[src/rtl/tinyqv_periph_arbiter_pkg.sv]
// tinyQV peripheral arbiter: shared types and constants.
// Bus size encodings, FSM states and the timeout error word.
package tinyqv_periph_pkg;

  localparam logic [1:0] SIZE_NONE = 2'b11;
  localparam logic [1:0] SIZE_8    = 2'b00;
  localparam logic [1:0] SIZE_16   = 2'b01;
  localparam logic [1:0] SIZE_32   = 2'b10;

  localparam logic [31:0] TIMEOUT_ERR_DATA = 32'hFFFF_FFFF;

  typedef enum logic [1:0] {
    IDLE = 2'd0,
    BUSY = 2'd1,
    RESP = 2'd2
  } state_t;

  function automatic logic is_req(
    input logic [1:0] write_n,
    input logic [1:0] read_n
  );
    return (write_n != SIZE_NONE) ||
           (read_n != SIZE_NONE);
  endfunction

endpackage

[src/rtl/tinyqv_periph_arbiter_if.sv]
// tinyQV peripheral bus bundle: one requester/completer link.
// master drives the request, slave returns ready and read data.
interface tinyqv_periph_if #(
  parameter int ADDR_W = 28
) ();

  logic [ADDR_W-1:0] addr;
  logic [1:0]        write_n;
  logic [1:0]        read_n;
  logic [31:0]       wdata;
  logic              ready;
  logic [31:0]       rdata;

  modport master (
    output addr, write_n, read_n, wdata,
    input  ready, rdata
  );

  modport slave (
    input  addr, write_n, read_n, wdata,
    output ready, rdata
  );

endinterface

[src/rtl/tinyqv_periph_arbiter_rr_arb2.sv]
// tinyQV peripheral arbiter: 2-way round-robin pick.
// On a tie the master that did not win last time is chosen.
module tinyqv_rr_arb2 (
  input  logic req0,
  input  logic req1,
  input  logic last_grant,
  output logic grant,
  output logic valid
);

  assign valid = req0 | req1;

  // pick the sole requester, or alternate on a tie
  always_comb begin
    grant = 1'b0;
    unique case (1'b1)
      (req0 && req1):  grant = ~last_grant;
      (req1 && !req0): grant = 1'b1;
      default:         grant = 1'b0;
    endcase
  end

endmodule

[src/rtl/tinyqv_periph_arbiter.sv]
// tinyQV peripheral bus arbiter: CPU (m0) vs DMA/debug (m1).
// Optional bus timeout: define TINYQV_PERIPH_TIMEOUT_EN.
module tinyqv_periph_arbiter
  import tinyqv_periph_pkg::*;
#(
  parameter int ADDR_W         = 28,
  parameter int TIMEOUT_CYCLES = 255
) (
  input  logic clk,
  input  logic rstn,
  tinyqv_periph_if.slave  m0,
  tinyqv_periph_if.slave  m1,
  tinyqv_periph_if.master data,
  output logic bus_err
);

  state_t            state;
  logic              last_grant;
  logic              gnt;
  logic              req0;
  logic              req1;
  logic              pick;
  logic              pick_vld;
  logic              tmo;
  logic [31:0]       ret_data;

  logic [ADDR_W-1:0] bus_addr;
  logic [1:0]        bus_wr;
  logic [1:0]        bus_rd;
  logic [31:0]       bus_out;
  logic [1:0]        rdy;
  logic [31:0]       rdata0;
  logic [31:0]       rdata1;

  logic [ADDR_W-1:0] sel_addr;
  logic [1:0]        sel_wr;
  logic [1:0]        sel_rd;
  logic [31:0]       sel_wdata;

  assign req0 = is_req(m0.write_n, m0.read_n);
  assign req1 = is_req(m1.write_n, m1.read_n);

  tinyqv_rr_arb2 u_arb (
    .req0       (req0),
    .req1       (req1),
    .last_grant (last_grant),
    .grant      (pick),
    .valid      (pick_vld)
  );

  // select the winner's request; write beats read
  always_comb begin
    sel_addr  = m0.addr;
    sel_wr    = m0.write_n;
    sel_rd    = m0.read_n;
    sel_wdata = m0.wdata;
    if (pick) begin
      sel_addr  = m1.addr;
      sel_wr    = m1.write_n;
      sel_rd    = m1.read_n;
      sel_wdata = m1.wdata;
    end
    if (sel_wr != SIZE_NONE) begin
      sel_rd = SIZE_NONE;
    end
  end

`ifdef TINYQV_PERIPH_TIMEOUT_EN
  localparam int CNT_W =
    (TIMEOUT_CYCLES > 255) ?
    $clog2(TIMEOUT_CYCLES + 1) : 8;

  logic [CNT_W-1:0] cnt;

  assign tmo = (state == BUSY) && !data.ready &&
               (cnt == CNT_W'(TIMEOUT_CYCLES - 1));

  // count BUSY cycles spent waiting on the slave
  always_ff @(posedge clk or negedge rstn) begin
    if (!rstn) begin
      cnt <= '0;
    end else if (state != BUSY) begin
      cnt <= '0;
    end else if (!data.ready) begin
      cnt <= cnt + 1'b1;
    end
  end
`else
  localparam int unused_timeout = TIMEOUT_CYCLES;

  assign tmo = 1'b0;
`endif

  assign ret_data = data.ready ? data.rdata
                               : TIMEOUT_ERR_DATA;

  // grant, hold the registered bus, return the response
  always_ff @(posedge clk or negedge rstn) begin
    if (!rstn) begin
      state      <= IDLE;
      last_grant <= 1'b1;
      gnt        <= 1'b0;
      bus_addr   <= '0;
      bus_wr     <= SIZE_NONE;
      bus_rd     <= SIZE_NONE;
      bus_out    <= '0;
      rdy        <= 2'b00;
      rdata0     <= '0;
      rdata1     <= '0;
      bus_err    <= 1'b0;
    end else begin
      unique case (state)
        IDLE: begin
          if (pick_vld) begin
            gnt        <= pick;
            last_grant <= pick;
            bus_addr   <= sel_addr;
            bus_wr     <= sel_wr;
            bus_rd     <= sel_rd;
            bus_out    <= sel_wdata;
            state      <= BUSY;
          end
        end
        BUSY: begin
          if (data.ready || tmo) begin
            bus_wr  <= SIZE_NONE;
            bus_rd  <= SIZE_NONE;
            rdy     <= {gnt, ~gnt};
            bus_err <= tmo;
            if (gnt) rdata1 <= ret_data;
            else     rdata0 <= ret_data;
            state   <= RESP;
          end
        end
        RESP: begin
          rdy     <= 2'b00;
          bus_err <= 1'b0;
          state   <= IDLE;
        end
        default: state <= IDLE;
      endcase
    end
  end

  assign data.addr    = bus_addr;
  assign data.write_n = bus_wr;
  assign data.read_n  = bus_rd;
  assign data.wdata   = bus_out;

  assign m0.ready = rdy[0];
  assign m0.rdata = rdata0;
  assign m1.ready = rdy[1];
  assign m1.rdata = rdata1;

endmodule
[src/flat_wrapper.sv]
// flat-port wrapper written by rule: the top's interface ports become plain ports
module tinyqv_periph_arbiter_flat import tinyqv_periph_pkg::*;
#(
  parameter int ADDR_W         = 28,
  parameter int TIMEOUT_CYCLES = 255
)
  (clk, rstn, bus_err, m0_addr, m0_write_n, m0_read_n, m0_wdata, m0_ready, m0_rdata, m1_addr, m1_write_n, m1_read_n, m1_wdata, m1_ready, m1_rdata, data_addr, data_write_n, data_read_n, data_wdata, data_ready, data_rdata);
  tinyqv_periph_if #(.ADDR_W(ADDR_W)) m0_i ();
  tinyqv_periph_if #(.ADDR_W(ADDR_W)) m1_i ();
  tinyqv_periph_if #(.ADDR_W(ADDR_W)) data_i ();
  input  logic clk;
  input  logic rstn;
  output logic bus_err;
  input wire logic [$bits(m0_i.addr)-1:0] m0_addr;
  input wire logic [$bits(m0_i.write_n)-1:0] m0_write_n;
  input wire logic [$bits(m0_i.read_n)-1:0] m0_read_n;
  input wire logic [$bits(m0_i.wdata)-1:0] m0_wdata;
  output wire logic [$bits(m0_i.ready)-1:0] m0_ready;
  output wire logic [$bits(m0_i.rdata)-1:0] m0_rdata;
  input wire logic [$bits(m1_i.addr)-1:0] m1_addr;
  input wire logic [$bits(m1_i.write_n)-1:0] m1_write_n;
  input wire logic [$bits(m1_i.read_n)-1:0] m1_read_n;
  input wire logic [$bits(m1_i.wdata)-1:0] m1_wdata;
  output wire logic [$bits(m1_i.ready)-1:0] m1_ready;
  output wire logic [$bits(m1_i.rdata)-1:0] m1_rdata;
  output wire logic [$bits(data_i.addr)-1:0] data_addr;
  output wire logic [$bits(data_i.write_n)-1:0] data_write_n;
  output wire logic [$bits(data_i.read_n)-1:0] data_read_n;
  output wire logic [$bits(data_i.wdata)-1:0] data_wdata;
  input wire logic [$bits(data_i.ready)-1:0] data_ready;
  input wire logic [$bits(data_i.rdata)-1:0] data_rdata;
  assign m0_i.addr = m0_addr;
  assign m0_i.write_n = m0_write_n;
  assign m0_i.read_n = m0_read_n;
  assign m0_i.wdata = m0_wdata;
  assign m0_ready = m0_i.ready;
  assign m0_rdata = m0_i.rdata;
  assign m1_i.addr = m1_addr;
  assign m1_i.write_n = m1_write_n;
  assign m1_i.read_n = m1_read_n;
  assign m1_i.wdata = m1_wdata;
  assign m1_ready = m1_i.ready;
  assign m1_rdata = m1_i.rdata;
  assign data_addr = data_i.addr;
  assign data_write_n = data_i.write_n;
  assign data_read_n = data_i.read_n;
  assign data_wdata = data_i.wdata;
  assign data_i.ready = data_ready;
  assign data_i.rdata = data_rdata;
  tinyqv_periph_arbiter #(.ADDR_W(ADDR_W), .TIMEOUT_CYCLES(TIMEOUT_CYCLES)) u_core (.clk(clk), .rstn(rstn), .m0(m0_i), .m1(m1_i), .data(data_i), .bus_err(bus_err));
endmodule
[config.mk]
export PLATFORM = sky130hd
export DESIGN_NAME = tinyqv_periph_arbiter_flat
export DESIGN_NICKNAME = d
export VERILOG_FILES = /design/src/rtl/tinyqv_periph_arbiter_pkg.sv /design/src/rtl/tinyqv_periph_arbiter_if.sv /design/src/rtl/tinyqv_periph_arbiter_rr_arb2.sv /design/src/rtl/tinyqv_periph_arbiter.sv /design/src/flat_wrapper.sv
export SDC_FILE = /design/constraint.sdc
export NUM_CORES = 1
export LEC_CHECK = 0
export CAP_MARGIN = 0
export CORE_MARGIN = 5
export CORE_UTILIZATION = 43
export DETAILED_ROUTE_END_ITERATION = 16
export GPL_ROUTABILITY_DRIVEN = 0
export PLACE_DENSITY = 0.95
export SKIP_LAST_GASP = 1
export SLEW_MARGIN = 20
export SYNTH_ARGS = -nofsm -noshare
export SYNTH_HDL_FRONTEND = slang
export SYNTH_SLANG_ARGS = --single-unit
[constraint.sdc]
create_clock -name clk -period 2.4 [get_ports clk]
set_input_delay 0.36 -clock clk [delete_from_list [all_inputs] [get_ports clk]]
set_output_delay 0.36 -clock clk [all_outputs]
set_load 0.02 [all_outputs]
Word-level counts from Yosys, hierarchy flattened

Cells that the tools add are included.

Bits in registers: 135
Word-level logic and storage cells: 55

Bitwise gates (word level): 3
Muxes and demuxes: 18
Eq/ne operators: 9
Reductions and logical operators: 14

Operator list:

| cell                                                                     | number |
|---|---|
| 32-bit 2-to-1 mux                                                        | 1 |
| 28-bit 2-to-1 mux                                                        | 1 |
| 2-bit 2-to-1 mux                                                         | 9 |
| 2-bit one-hot mux with 2 select lines                                    | 4 |
| 2-bit inequality test (second input constant)                            | 6 |
| 3-bit AND reduction                                                      | 3 |
| 2-bit AND reduction                                                      | 3 |
| 1-bit one-hot mux with 2 select lines                                    | 2 |
| 2-bit nonzero test                                                       | 2 |
| 2-bit by 1-bit == test with 1-bit output (second input constant)         | 1 |
| 2-bit == test (second input constant)                                    | 1 |
| 1-bit logical AND                                                        | 2 |
| 2-bit logical NOT                                                        | 1 |
| 1-bit logical OR                                                         | 2 |
| 2-bit by 1-bit inequality test with 1-bit output (second input constant) | 1 |
| 1-bit NOT                                                                | 2 |
| 1-bit logical NOT                                                        | 1 |
| 1-bit 2-to-1 mux                                                         | 1 |
| 1-bit bitwise OR                                                         | 1 |

Logic depth before layout (Yosys ltp)

Gate-level depths: netlist of run 1.

Depth in word-level cells: 10
Depth in mapped cells: 6
Mapped depth without buffers: 4

Hierarchy

From an unflattened synthesis of run 1, not the netlist that was laid out.

Cell total of the unflattened synthesis: 451
Area total of the unflattened synthesis: 5781.8 sq um

Modules (own cells, without submodules):

| module                | area an instance (sq um) | instances | cells each |
|---|---|---|---|
| tinyqv_periph_arbiter | 5768.0                   | 1         | 449 |
| tinyqv_rr_arb2        | 13.8                     | 1         | 2 |

Worst setup path before layout of run 1

OpenSTA, ideal clock, no wires.

Path kind: flip-flop to flip-flop
Start point: register u_core.state[1]
End point: register u_core.rdata0[0], in the netlist u_core.m0.rdata[0]
Path buffers: 1
Setup time: 0.128 ns
Arrival: 1.385 ns
Period minus slack after synthesis: 1.513 ns
Cell stages (with the launch flop): 5
Setup slack: 0.887 ns
Path through: dfrtp_1 > nand2b_2 > nor3_2 > buf_4 > mux2_1

Longest elaborated chain between the ends: 2

RTL lines:

| what                                     | RTL line                     | RTL |
|---|---|---|
| start, declared                          | tinyqv_periph_arbiter.sv:17  | `state_t state;` |
| start signal, assigned                   | tinyqv_periph_arbiter.sv:100 | `state <= IDLE;` |
| start signal, assigned                   | tinyqv_periph_arbiter.sv:121 | `state <= BUSY;` |
| start signal, assigned                   | tinyqv_periph_arbiter.sv:132 | `state <= RESP;` |
| 2-bit by 1-bit == test with 1-bit output | tinyqv_periph_arbiter.sv:112 | `unique case (state)` |
| 3-bit AND reduction (no source line)     | -                            |  |
| end signal, assigned                     | tinyqv_periph_arbiter.sv:131 | `else rdata0 <= ret_data;` |
| end, declared                            | tinyqv_periph_arbiter.sv:32  | `logic [31:0] rdata0;` |

No other way between the ends.
A chain may end at the register's enable or synchronous reset.

Final worst setup path of run 1

Start point: register u_core.bus_rd[1], in the netlist u_core.data.read_n[1]
End point: output port data_read_n[1]

RTL lines:

| what                   | RTL line                     | RTL |
|---|---|---|
| start, declared        | tinyqv_periph_arbiter.sv:29  | `logic [1:0] bus_rd;` |
| start signal, assigned | tinyqv_periph_arbiter.sv:119 | `bus_rd <= sel_rd;` |
| end, declared          | flat_wrapper.sv:28           | `output wire logic [$bits(data_i.read_n)-1:0] data_read_n;` |

No word-level cell between the ends.

==> results of run 1 <==
-- power by group through the flow --
| stage | clock, W | sequential, W | combinational, W |
|---|---|---|---|
| CTS | 0.00231 | 0.00415 | 0.00722 |
| finish | 0.00227 | 0.00416 | 0.00714 |
| global route | 0.00242 | 0.00429 | 0.00760 |
| global placement | 0 | 0.00407 | 0.00695 |
| detailed placement | 0 | 0.00417 | 0.00718 |
| floorplan | 0 | 0.00544 | 0.00230 |
-- layout by cell type, fill, tap and decap left out, types with 2 or more instances in the layout --
master	count
o21ai_4	2
mux2_1	60
and4_1	2
clkinv_2	5
o21ai_0	2
a31oi_1	2
o21ai_1	6
nand2_1	63
inv_6	2
clkbuf_16	17
dfrtp_1	129
clkinvlp_4	3
dfstp_2	5
buf_12	8
clkinv_4	2
clkdlybuf4s50_1	291
mux2_2	4
buf_4	5
a21oi_1	125
o22ai_1	2
nand3_1	2
inv_2	2
nor2_1	63
o32a_1	2
-- through the flow --
step                      power (W)  hold WS [ns]
after floorplan             0.00775        0.0644
after global placement       0.0110         0.177
after detailed placement     0.0113         0.178
after CTS                    0.0137         0.321
after global routing         0.0143         0.332
final                        0.0136         0.342
-- worst max path at each step --
stage | endpoint | slack, ns | cells past startpoint
2_1_floorplan | u_core.m0.rdata[0]$_DFFE_PN0P_ | 0.89 | 4
3_3_place_gp | u_core.m1.rdata[27]$_DFFE_PN0P_ | 0.32 | 6
3_5_place_dp | u_core.m1.rdata[16]$_DFFE_PN0P_ | 0.25 | 6
4_1_cts | data_write_n[1] | 0.45 | 1
5_1_grt | u_core.data.wdata[19]$_DFFE_PN0P_ | 0.40 | 5
6_report | data_read_n[1] | 0.47 | 1
-- routing by layer --
layer	wire (um)	track usage, %
met1	7160	27.0
met2	9490	41.1
met3	1820	9.43
met4	400	8.32
met5	0	0
-- cell type report --
cell class / count / share of cell area [%]
multi-input combinational: 350 / 22.6
inverter: 2 / 0.0805
clock inverter: 12 / 0.886
clock buffer: 18 / 4.60
tap: 172 / 2.31
timing repair buffer: 305 / 33.5
sequential: 134 / 36.0
-- cell families after synthesis --
logic type / after synthesis / synth area share (%)
compound gates: 146 / 13.6
simple gates: 139 / 10.2
flops: 134 / 59.6
mux: 64 / 12.8
buf+inv: 35 / 3.64
other cells: 1 / 0.0666
-- sequential cells by signal, indices dropped and copies added, names as in the netlist --
register and count:
u_core.data.addr 28, u_core.data.read_n 2, u_core.data.wdata 32, u_core.data.write_n 2, u_core.gnt 1, u_core.last_grant 1
u_core.m0.rdata 32, u_core.m1.rdata 32, u_core.rdy 2, u_core.state 2
==> impl_metrics.tcl, run 1 <==
set metrics [dict create \
    status "completed" \
    cp.required_ns 2.04 \
    multiInputGateArea_um2 2110 \
    synthTopCellsByCount "dfrtp_1 (129), a21oi_1 (125), nand2_1 (63), nor2_1 (63), mux2_1 (60)" \
    cts_root_buf "clkbuf_16" \
    power_frac_comb_pct 52.6 \
    path_clk_slew_ns 0.06 \
    register_area_um2 3360 \
    cp-end-kind "primary output" \
    crit_type "reg -> out" \
    async_flop_share_pct 100 \
    antenna_found_initial 0 \
    synth_area_um2 5630 \
    timing.final.ws_setup_ns 0.467 \
    powerDensity_nw_per_um2 1460 \
    drv_slew 0 \
    min_period_ns 1.93 \
    synthTopCellsByArea "dfrtp_1 (57%), mux2_1 (12%), a21oi_1 (11%)" \
    final_nets 973 \
    slowest_delay_ns 0.62 \
    yosysMostFrequentCell "dfrtp_1" \
    fin_crit_sh_pct 80.5 \
    die_w_um 124 \
    clock_skew_ns 0.0103 \
    path_cells "clkdlybuf4s50_1" \
    stdcell_count 993 \
    peakVddDrop_mv 0.704 \
    via_per_inst 5.23 \
    finalSetupTns_ns 0 \
    post_dp_cell_area_um2 8800 \
    swShare_pct 40.4 \
    ys.flop_type "dfrtp_1" \
    syn_to_final_growth_pct 65.5 \
    cts.sinks 134 \
    dp_cells 962 \
    start_util_pct 44.3 \
    rows 41 \
    grtUsageTotal_pct 23.9 \
    clock_path_buffers 2 \
    crit_family "buffers and inverters" \
    max_freq_ghz 0.517 \
    ant_nets 0 \
    post-route-util_pct 73.3 \
    nFillCells 840 \
    vias 5196 \
    fp.dieH_um 124 \
    rsz0062_at_grt "false" \
    synth_edf_count 0 \
    synth_top_area_cell "dfrtp_1" \
    die_area_um2 15500 \
    pre_cts_ws_ns 0.254 \
    hold_viol_final 0 \
    layout-drive-gt1-share_pct 7.55 \
    internal-power_w 0.00809 \
    cts_resized 0 \
    r2r_end "u_core.data.wdata[19]$_DFFE_PN0P_" \
    ctsHoldBuffers 1 \
    crit_buf_inv 1 \
    leakage_nw 3.83 \
    setup_viol 0 \
    io_pins 294 \
    synth_top_area_share_pct 57.3 \
    grt_pass1_vias 5396 \
    fin_area_um2 9320 \
    drt_iter0_markers 391 \
    r2r_cells 5 \
    postCtsSetupBuffers 0 \
    drc_errors 0 \
    ys_seq_area_share_pct 59.6 \
    power_frac_seq_pct 30.7 \
    grt_max_degree 78 \
    firstDrtPassIters 5 \
    p_clk_share_pct 16.8 \
    yosysWarnings 0 \
    grt_pass1_wl_mm 29.5 \
    timing.rr.start "u_core.state[0]$_DFFE_PN0P_" \
    synth_seq_cells 134 \
    avgSynthCellArea_um2 10.9 \
    slowest_stage "clkdlybuf4s50_1" \
    overflow 0 \
    reg2reg_slack_ns 0.54 \
    p_sw_w 0.00548 \
    startpoint_type "flop" \
    dpl.hpwl_mm 14.2 \
    worstSetupStartpoint "u_core.data.read_n[1]$_DFFE_PN1P_" \
    hp-class "in -> async" \
    ys_types 35 \
    worst_ep_arrival_time_ns 1.57 \
    core_um2 12700 \
    syn_nets 682 \
    antenna_cells 0 \
    clock_latency_ns 0.41 \
    h-tree-depth 4 \
    portBuffers 292 \
    worstPathMaxFanout 2 \
    maxCapViolations 0 \
    cts_tree "done" \
    syn_inst 519 \
    numCtsBuffers 17 \
    avgRoutedWirePerCell_um 19.0 \
    wl_mm 18.9 \
]
(Power assumes the default switching activity.)
==> run 2: changes to the inputs <==
--- a/config.mk
+++ b/config.mk
@@ -7,10 +7,10 @@
 export LEC_CHECK = 0
 export CAP_MARGIN = 0
 export CORE_MARGIN = 5
-export CORE_UTILIZATION = 43
+export CORE_UTILIZATION = 40
 export DETAILED_ROUTE_END_ITERATION = 16
 export GPL_ROUTABILITY_DRIVEN = 0
-export PLACE_DENSITY = 0.95
+export PLACE_DENSITY = 0.91
 export SKIP_LAST_GASP = 1
 export SLEW_MARGIN = 20
 export SYNTH_ARGS = -nofsm -noshare
==> constraint.sdc (replaced) <==
create_clock -name clk -period 2 [get_ports clk]
set_input_delay 0.3 -clock clk [delete_from_list [all_inputs] [get_ports clk]]
set_output_delay 0.3 -clock clk [all_outputs]
set_load 0.02 [all_outputs]
==> run 2 against run 1 <==
Die area increased by 6.9%. Utilization fell by 3.4 points. Largest cell class unchanged. Worst setup slack got worse by 0.34 ns.
==> impl_metrics.tcl, run 2 (synthesized netlist as in run 1, its figures left out) <==
set metrics [dict create \
    status "completed" \
    rows 43 \
    drv_slew 0 \
    cts.sinks 134 \
    slowest_stage "clkdlybuf4s50_1" \
    overflow 0 \
    cts_tree "done" \
    fin_crit_sh_pct 93.6 \
    numCtsBuffers 17 \
    power_frac_seq_pct 29.0 \
    via_per_inst 5.05 \
    portBuffers 292 \
    h-tree-depth 4 \
    maxCapViolations 0 \
    syn_to_final_growth_pct 71.6 \
    internal-power_w 0.0106 \
    p_sw_w 0.00657 \
    crit_family "buffers and inverters" \
    r2r_end "u_core.data.addr[3]$_DFFE_PN0P_" \
    hold_viol_final 0 \
    drt_iter0_markers 248 \
    hp-class "in -> async" \
    grtUsageTotal_pct 22.0 \
    worst-path-stages 1 \
    worst_ep_arrival_time_ns 1.57 \
    leakage_nw 4.01 \
    layout_commonest_cell "clkdlybuf4s50_1" \
    timing.rr.start "u_core.state[0]$_DFFE_PN0P_" \
    fp.dieH_um 129 \
    cts_resized 0 \
    drc_errors 0 \
    grt_max_degree 47 \
    cp.required_ns 1.70 \
    clock_path_buffers 2 \
    crit_buf_inv 1 \
    r2r_cells 5 \
    vias 5157 \
    firstDrtPassIters 4 \
    clock_skew_ns 0.00938 \
    crit_type "reg -> out" \
    timing.final.ws_setup_ns 0.129 \
    setup_viol 0 \
    worstPathMaxFanout 2 \
    power_frac_comb_pct 50.9 \
    antenna_found_initial 0 \
    max_freq_ghz 0.534 \
    most-common-layout-cells "clkdlybuf4s50_1 (291), dfrtp_1 (129), a21oi_1 (125)" \
    pre_cts_ws_ns -0.0336 \
    antenna_cells 0 \
    clock_latency_ns 0.41 \
    dpl.hpwl_mm 14.0 \
    cts_root_buf "clkbuf_16" \
    path_clk_slew_ns 0.06 \
    p_clk_share_pct 20.1 \
    rsz0062_at_grt "false" \
    startpoint_type "flop" \
    ant_nets 0 \
    final_nets 991 \
    reg2reg_slack_ns 0.34 \
    io_pins 294 \
    post-route-util_pct 69.9 \
    avgRoutedWirePerCell_um 17.9 \
    cp-end-kind "primary output" \
    grt_pass1_vias 5487 \
    die_w_um 129 \
    path_cells "clkdlybuf4s50_1" \
    layout-drive-gt1-share_pct 9.63 \
    die_area_um2 16600 \
    powerDensity_nw_per_um2 1770 \
    grt_pass1_wl_mm 28.4 \
    start_util_pct 40.7 \
    wl_mm 18.2 \
    min_period_ns 1.87 \
    finalSetupTns_ns 0 \
    core_um2 13800 \
    slowest_delay_ns 0.62 \
    swShare_pct 38.3 \
    peakVddDrop_mv 0.821 \
]
[run 2: changes by cell type in the layout (fill, tap and decap cells not counted), sizes merged]
cell / previous run / this run
bufinv: 0 / 5
clkinvlp: 3 / 1
clkinv: 7 / 4
clkbuf: 18 / 19
inv: 4 / 5
buf: 13 / 31
[run 2: layout make-up]
cell class / count / area [um2]
sequential: 134 / 3360
clock buffer: 19 / 433
timing repair buffer: 323 / 3310
tap: 180 / 225
clock inverter: 13 / 221
multi-input combinational: 350 / 2110
fill: 981 / 4160
inverter: 2 / 7.51
[run 2: routing by layer]
metal	GRT usage (%)	vias to the layer above	part of all wire, %
met4	7.84	0	2.3
met3	9.55	30	11
li1	-	2402	-
met2	38.0	235	50
met5	0	-	0
met1	24.0	2490	36
[run 2: per-stage QoR]
step	std cells	power, W	area (um2)	hold slack, ns
3_5_place_dp	988	0.0138	9000	0.249
5_1_grt	1021	0.0181	9660	0.415
4_1_cts	1021	0.0173	9660	0.390
2_1_floorplan	519	0.00930	5630	0.00441
3_3_place_gp	988	0.0135	9000	0.251
6_report	1021	0.0171	9660	0.392
[run 2: how the worst max path moves through the flow]
stage | from | slack (ns) | to
floorplan | u_core.state[1]$_DFFE_PN0P_ | 0.49 | u_core.m0.rdata[0]$_DFFE_PN0P_
global placement | m1_write_n[1] | 0.05 | u_core.data.addr[16]$_DFFE_PN0P_
detailed placement | m1_write_n[1] | -0.03 | u_core.data.addr[16]$_DFFE_PN0P_
CTS | u_core.data.read_n[0]$_DFFE_PN1P_ | 0.10 | data_read_n[0]
global route | u_core.data.read_n[0]$_DFFE_PN1P_ | 0.07 | data_read_n[0]
finish | u_core.data.read_n[0]$_DFFE_PN1P_ | 0.13 | data_read_n[0]
[run 2: worst reg2reg max path, cell delays in order (launching register included)]
cell	delay (ns)
dfrtp_1	0.43
nor2_1	0.35
a21boi_4	0.36
buf_4	0.25
nor2_1	0.06
a21oi_1	0.14
[run 2: power by group through the flow]
stage / combinational [W] / sequential [W] / clock (W)
2_1_floorplan: 0.00276 / 0.00653 / 0
3_3_place_gp: 0.00860 / 0.00490 / 0
3_5_place_dp: 0.00881 / 0.00500 / 0
4_1_cts: 0.00885 / 0.00498 / 0.00350
5_1_grt: 0.00937 / 0.00514 / 0.00362
6_report: 0.00873 / 0.00498 / 0.00344
[run 2: timing repair]
item                                   CTS  global route
endpoints found under the hold margin   42             0
setup buffers                            0             0
hold buffers                             1             0
==> run 3: changes to the inputs <==
--- a/config.mk
+++ b/config.mk
@@ -8,6 +8,7 @@
 export CAP_MARGIN = 0
 export CORE_MARGIN = 5
 export CORE_UTILIZATION = 40
+export CTS_CLUSTER_SIZE = 12
 export DETAILED_ROUTE_END_ITERATION = 16
 export GPL_ROUTABILITY_DRIVEN = 0
 export PLACE_DENSITY = 0.91
==> results of run 3 <==
The final DEF is identical to that of run 2; final timing and power are the same.
